--- src/rtl/s526_bist_pkg.sv ---
// Shared types and constants for the s526 BIST response compactor.
// The default MISR polynomial and seed are defined here.
package s526_bist_pkg;

   localparam int RESP_W = 6;

   localparam logic [15:0] DEF_POLY = 16'h100B;
   localparam logic [15:0] DEF_SEED = 16'hFFFF;

   // ST_ prefix keeps the WARM state distinct from the WARM parameter of the top level.
   typedef enum logic [1:0] {
      ST_IDLE    = 2'd0,
      ST_WARM    = 2'd1,
      ST_COMPACT = 2'd2,
      ST_CHECK   = 2'd3
   } bist_state_e;

endpackage

--- src/rtl/misr_core.sv ---
// Galois-feedback MISR register with seed load, compact enable and, under SIG_SHIFT_EN,
// a plain serial shift toward the MSB.
module misr_core
   import s526_bist_pkg::*;
#(
   parameter int               WIDTH = 16,
   parameter logic [WIDTH-1:0] POLY  = DEF_POLY,
   parameter logic [WIDTH-1:0] SEED  = DEF_SEED
) (
   input  logic              clk_i,
   input  logic              rst_ni,
   input  logic              load_i,
   input  logic              en_i,
`ifdef SIG_SHIFT_EN
   input  logic              shift_i,
`endif
   input  logic [RESP_W-1:0] data_i,
   output logic [WIDTH-1:0]  sig_o
);

   logic [WIDTH-1:0] sig_q;
   logic [WIDTH-1:0] sig_d;

   always_comb begin
      sig_d = sig_q;
      if (load_i) begin
         sig_d = SEED;
      end else if (en_i) begin
         sig_d = {sig_q[WIDTH-2:0], 1'b0} ^ (sig_q[WIDTH-1] ? POLY : '0) ^ WIDTH'(data_i);
      end
`ifdef SIG_SHIFT_EN
      else if (shift_i) begin
         sig_d = {sig_q[WIDTH-2:0], 1'b0};
      end
`endif
   end

   always_ff @(posedge clk_i or negedge rst_ni) begin
      if (!rst_ni) begin
         sig_q <= '0;
      end else begin
         sig_q <= sig_d;
      end
   end

   assign sig_o = sig_q;

endmodule

--- src/rtl/s526_misr_compactor.sv ---
// BIST response compactor for the s526 core: warm-up discard, NPAT-sample MISR, signature compare.
// Optional serial signature unload enabled by defining SIG_SHIFT_EN.
module s526_misr_compactor
   import s526_bist_pkg::*;
#(
   parameter int               WIDTH = 16,
   parameter logic [WIDTH-1:0] POLY  = DEF_POLY,
   parameter logic [WIDTH-1:0] SEED  = DEF_SEED,
   parameter int               CNT_W = 12,
   parameter int               WARM  = 2
) (
   input  logic              CK,
   input  logic              RN,
   input  logic              START,
   input  logic [CNT_W-1:0]  NPAT,
   input  logic [WIDTH-1:0]  EXP_SIG,
   input  logic [RESP_W-1:0] RESP,
   input  logic              RESP_VLD,
`ifdef SIG_SHIFT_EN
   input  logic              SHIFT,
   output logic              SO,
`endif
   output logic              BUSY,
   output logic              DONE,
   output logic              PASS,
   output logic [WIDTH-1:0]  SIG
);

   bist_state_e      state_q, state_d;
   logic [CNT_W-1:0] cnt_q, cnt_d;
   logic [CNT_W-1:0] warm_q, warm_d;
   logic [CNT_W-1:0] npat_q, npat_d;
   logic [WIDTH-1:0] exp_q, exp_d;
   logic             busy_q, busy_d;
   logic             done_q, done_d;
   logic             pass_q, pass_d;
   logic             misr_load;
   logic             misr_en;
   logic [CNT_W-1:0] cnt_inc;
   logic [WIDTH-1:0] sig;

   assign cnt_inc = cnt_q + CNT_W'(1);

   always_comb begin
      state_d   = state_q;
      cnt_d     = cnt_q;
      warm_d    = warm_q;
      npat_d    = npat_q;
      exp_d     = exp_q;
      busy_d    = busy_q;
      done_d    = done_q;
      pass_d    = pass_q;
      misr_load = 1'b0;
      misr_en   = 1'b0;
      unique case (state_q)
         ST_IDLE: begin
            if (START) begin
               misr_load = 1'b1;
               npat_d    = NPAT;
               exp_d     = EXP_SIG;
               cnt_d     = '0;
               warm_d    = CNT_W'(WARM);
               busy_d    = 1'b1;
               done_d    = 1'b0;
               pass_d    = 1'b0;
               // An empty run compares the seed itself, skipping warm-up entirely.
               if (NPAT == '0) begin
                  state_d = ST_CHECK;
               end else if (WARM > 0) begin
                  state_d = ST_WARM;
               end else begin
                  state_d = ST_COMPACT;
               end
            end
         end
         ST_WARM: begin
            if (RESP_VLD) begin
               warm_d = warm_q - CNT_W'(1);
               if (warm_q == CNT_W'(1)) begin
                  state_d = ST_COMPACT;
               end
            end
         end
         ST_COMPACT: begin
            if (RESP_VLD) begin
               misr_en = 1'b1;
               cnt_d   = cnt_inc;
               if (cnt_inc == npat_q) begin
                  state_d = ST_CHECK;
               end
            end
         end
         ST_CHECK: begin
            pass_d  = (sig == exp_q);
            done_d  = 1'b1;
            busy_d  = 1'b0;
            state_d = ST_IDLE;
         end
         default: state_d = ST_IDLE;
      endcase
   end

   always_ff @(posedge CK or negedge RN) begin
      if (!RN) begin
         state_q <= ST_IDLE;
         cnt_q   <= '0;
         warm_q  <= '0;
         npat_q  <= '0;
         exp_q   <= '0;
         busy_q  <= 1'b0;
         done_q  <= 1'b0;
         pass_q  <= 1'b0;
      end else begin
         state_q <= state_d;
         cnt_q   <= cnt_d;
         warm_q  <= warm_d;
         npat_q  <= npat_d;
         exp_q   <= exp_d;
         busy_q  <= busy_d;
         done_q  <= done_d;
         pass_q  <= pass_d;
      end
   end

   misr_core #(
      .WIDTH (WIDTH),
      .POLY  (POLY),
      .SEED  (SEED)
   ) u_misr (
      .clk_i   (CK),
      .rst_ni  (RN),
      .load_i  (misr_load),
      .en_i    (misr_en),
`ifdef SIG_SHIFT_EN
      .shift_i (SHIFT && (state_q == ST_IDLE)),
`endif
      .data_i  (RESP),
      .sig_o   (sig)
   );

`ifdef SIG_SHIFT_EN
   assign SO = sig[WIDTH-1];
`endif

   assign BUSY = busy_q;
   assign DONE = done_q;
   assign PASS = pass_q;
   assign SIG  = sig;

endmodule

--- config.mk ---
export PLATFORM = sky130hd
export DESIGN_NAME = s526_misr_compactor
export DESIGN_NICKNAME = d
export VERILOG_FILES = /design/src/rtl/s526_bist_pkg.sv /design/src/rtl/misr_core.sv /design/src/rtl/s526_misr_compactor.sv
export SDC_FILE = /design/constraint.sdc
export NUM_CORES = 1
export LEC_CHECK = 0
export ABC_AREA = 1
export BUFFER_PORTS_ARGS = -buffer_cell sky130_fd_sc_hd__buf_2
export CAP_MARGIN = 20
export CELL_PAD_IN_SITES_DETAIL_PLACEMENT = 1
export CELL_PAD_IN_SITES_GLOBAL_PLACEMENT = 1
export CORE_MARGIN = 2
export CORE_UTILIZATION = 42
export DETAILED_ROUTE_END_ITERATION = 8
export PLACE_DENSITY_LB_ADDON = 0.05
export SLEW_MARGIN = 20
export SYNTH_ARGS = -nofsm -noshare
export SYNTH_HDL_FRONTEND = slang
export SYNTH_SLANG_ARGS = --single-unit
export TNS_END_PERCENT = 10
--- constraint.sdc ---
create_clock -name CK -period 2.5 [get_ports CK]
set_clock_uncertainty 0.2 [all_clocks]
set_input_delay 0.5 -clock CK [delete_from_list [all_inputs] [get_ports CK]]
set_output_delay 0.5 -clock CK [all_outputs]
set_load 0.05 [all_outputs]
==> impl_metrics.yaml <==
clock_tree:
  htreeDepth: 3
  root_buffer: "clkbuf_8"
  clk_latency_ns: 0.35
  cts_sinks: 73
  cts-resized-gates: 0
  cts_tree: "yes"
  cts_buffer_depth: 2
  cts_setup_buffers: 0
  clkSlewWorstSetupHoldPaths_ns: 0.08
  cts_buffers: 9
die:
  core_um2: 8810
  die_x_um: 99.8
  die_h_um: 99.8
  rows: 34
  dieArea_um2: 9960
  io_pins: 57
  start_util_pct: 43.8
global_route:
  grt_pass1_wl_um: 17000
  first_global_vias: 3490
  grtUsageTotal_pct: 21.9
  grt_overflow: 0
  antenna_found_initial: 0
  grt_max_degree: 74
worst_setup_path:
  timing.critical_path.arrival_ns: 2.35
  cpMostUsedCell: "inv_1"
  path_cells: "inv_1, ha_1, nand2_2, buf_4, nand2_1, inv_1, a22oi_1"
  path_class: "flip-flop to flip-flop"
  slowest_stage: "dfrtp_1"
  critical_path.top_delay_family: "buffers and inverters"
  path_max_fanout: 41
  crit_required_ns: 2.52
  crit_buf_inv: 3
  critical-path-max-stage-delay_ns: 0.41
  cp-start-kind: "flip-flop"
  end_kind: "flip-flop"
hold_path:
  hp-class: "input pin to flip-flop"
synthesis:
  syn-num-nets: 527
  avgSynthCellArea_um2: 8.01
  synth.largest_area_cell: "dfrtp_1"
  synth_warnings: 0
  ys_types: 32
  yosysTopAreaCellShare_pct: 47.4
  synth_seq_cells: 73
  yosys-top-cells-area: "dfrtp_1 47%, nand2_1 12%, inv_1 6.6%"
  syn_area_um2: 3850
  ys_seq_area_share_pct: 47.4
  syn_inst: 481
sta:
  grt_setup_unrepaired: "no"
  fin_setup_tns_ns: 0
  max_freq_mhz: 429
  setup_violations: 0
  fin_crit_sh_pct: 93.2
  slew_headroom_pct: 63.0
  tightest_slew_ns: 0.553
  fin_crit_ns: 2.33
  drv_slew: 0
  finalHoldViolCount: 0
layout:
  nNetsFinal: 591
  multiInputGateArea_um2: 1740
  mostFrequentLayoutCells: "123 x nand2_1, 73 x dfrtp_1, 68 x inv_1, 56 x buf_2, 36 x nor2_1"
  areaGrowthSynthToFinish_pct: 18.5
  n_antenna_cell: 0
  fillerInstances: 1111
  drive_gt1_share_pct: 17.6
  postLayoutCoreUtil_pct: 51.9
  mostFrequentLayoutCell: "nand2_1"
  regArea_um2: 1830
  fin_cells: 658
pwr:
  p_leak_uw: 0.00225
  ir_worst_vdd_mv: 0.411
  powerDensity_nw_per_um2: 1100
  total_power_uw: 5020
route:
  vias_per_cell: 5.15
  drt-total-wl_um: 10200
  drt_iter0_drc: 91
  vias: 3387
  drc: 0
  wire_per_inst_um: 15.6
  ant_nets: 0
  dr.pass1.iters: 4
run:
  cap_violations: 0
placement:
  dp_hpwl_um: 7590
  io_buffers: 56
  place.gp.congestion: 0.820
  dp_cells: 641
status:
  status: "complete, no violations"
==> through the flow <==
stage	setup WS [ns]	area (um^2)	hold WS (ns)
2_1_floorplan	0.527	3850	0.00441
3_3_place_gp	0.332	4290	0.258
3_5_place_dp	0.193	4290	0.261
4_1_cts	0.174	4570	0.125
5_1_grt	0.0114	4570	0.126
6_report	0.169	4570	0.135
==> per-layer routing <==
layer | global-route usage (%) | vias to the layer above | share of wire [%]
met2 | 37.3 | 46 | 50
met3 | 4.87 | 11 | 2.6
li1 | - | 1678 | -
met4 | 5.16 | 0 | 1.2
met1 | 28.5 | 1652 | 46
met5 | 0 | - | 0
==> state kept, by name (all words and copies together) (netlist names) <==
register	flops
npat_q	12
PASS	1
DONE	1
u_misr.sig_o	16
BUSY	1
state_q	2
cnt_q	12
warm_q	12
exp_q	16
==> kinds of logic after synthesis <==
family                     synth area share [%]
and+or+nand+nor                            26.5
DFF                                        47.4
xor gates and xnor gates                   5.00
buffers and inverters                      7.59
adders and majority gates                  2.60
AOI/OAI and AO/OA                          11.0
==> worst paths after layout <==
kind / from / to / slack (ns) / cells after the start
setup reg to reg: state_q[0]$_DFFE_PN0P_ / u_misr.sig_o[11]$_DFFE_PN0P_ / 0.17 / 7
hold reg to reg: warm_q[9]$_DFFE_PN0P_ / warm_q[9]$_DFFE_PN0P_ / 0.28 / 1
min in group asynchronous: RN / npat_q[2]$_DFFE_PN0P_ / 0.50 / 3
max in group asynchronous: RN / exp_q[14]$_DFFE_PN0P_ / 1.26 / 3
setup / recovery: state_q[0]$_DFFE_PN0P_ / u_misr.sig_o[11]$_DFFE_PN0P_ / 0.17 / 7
hold / removal: EXP_SIG[1] / exp_q[1]$_DFFE_PN0P_ / 0.14 / 3
==> layout make-up <==
type | instances | area share, %
repair buffers | 63 | 7.62
flip-flops and latches | 73 | 40.0
well taps | 108 | 2.96
clock buffers | 9 | 2.71
clock inverters | 7 | 3.12
inverters | 68 | 5.59
multi-input cells | 330 | 38.0
==> cell usage after synthesis <==
| cell | count |
|---|---|
| nand3b_1 | 4 |
| nor2_2 | 2 |
| a31oi_1 | 3 |
| o31ai_1 | 1 |
| nor4_1 | 3 |
| or2_0 | 1 |
| or2_2 | 2 |
| a21oi_1 | 13 |
| nor3_1 | 4 |
| dfrtp_1 | 73 |
| nor2_4 | 3 |
| xnor2_1 | 10 |
| nand2_2 | 6 |
| o21ai_0 | 33 |
| ha_1 | 8 |
| xor2_1 | 12 |
| inv_1 | 68 |
| a32oi_1 | 1 |
| nand2_1 | 123 |
| a22oi_1 | 10 |
| o22ai_1 | 9 |
| and3_1 | 1 |
| clkbuf_1 | 10 |
| nand3_2 | 2 |
| nand3_1 | 26 |
| nor2_1 | 36 |
| o211ai_1 | 1 |
| nand4_1 | 9 |
| o41ai_1 | 1 |
| nor3_2 | 3 |
| o21ai_1 | 2 |
| or2_4 | 1 |
==> worst reg2reg max path, stage by stage (launching register included) <==
cell	delay [ns]
dfrtp_1	0.41
inv_1	0.09
ha_1	0.27
nand2_2	0.09
buf_4	0.38
nand2_1	0.27
inv_1	0.33
a22oi_1	0.15
==> repair_timing <==
action | in CTS | in global routing
hold buffers | 1 | 0
endpoints found under the hold margin | 73 | 0
endpoints found under the setup margin | 0 | 0
==> report_power, final <==
group	total, uW	switching (uW)	internal, uW
registers	1920	351	1570
logic	1870	1240	628
clock network	1240	473	765
No activity file was read; power rests on OpenSTA's default activity.
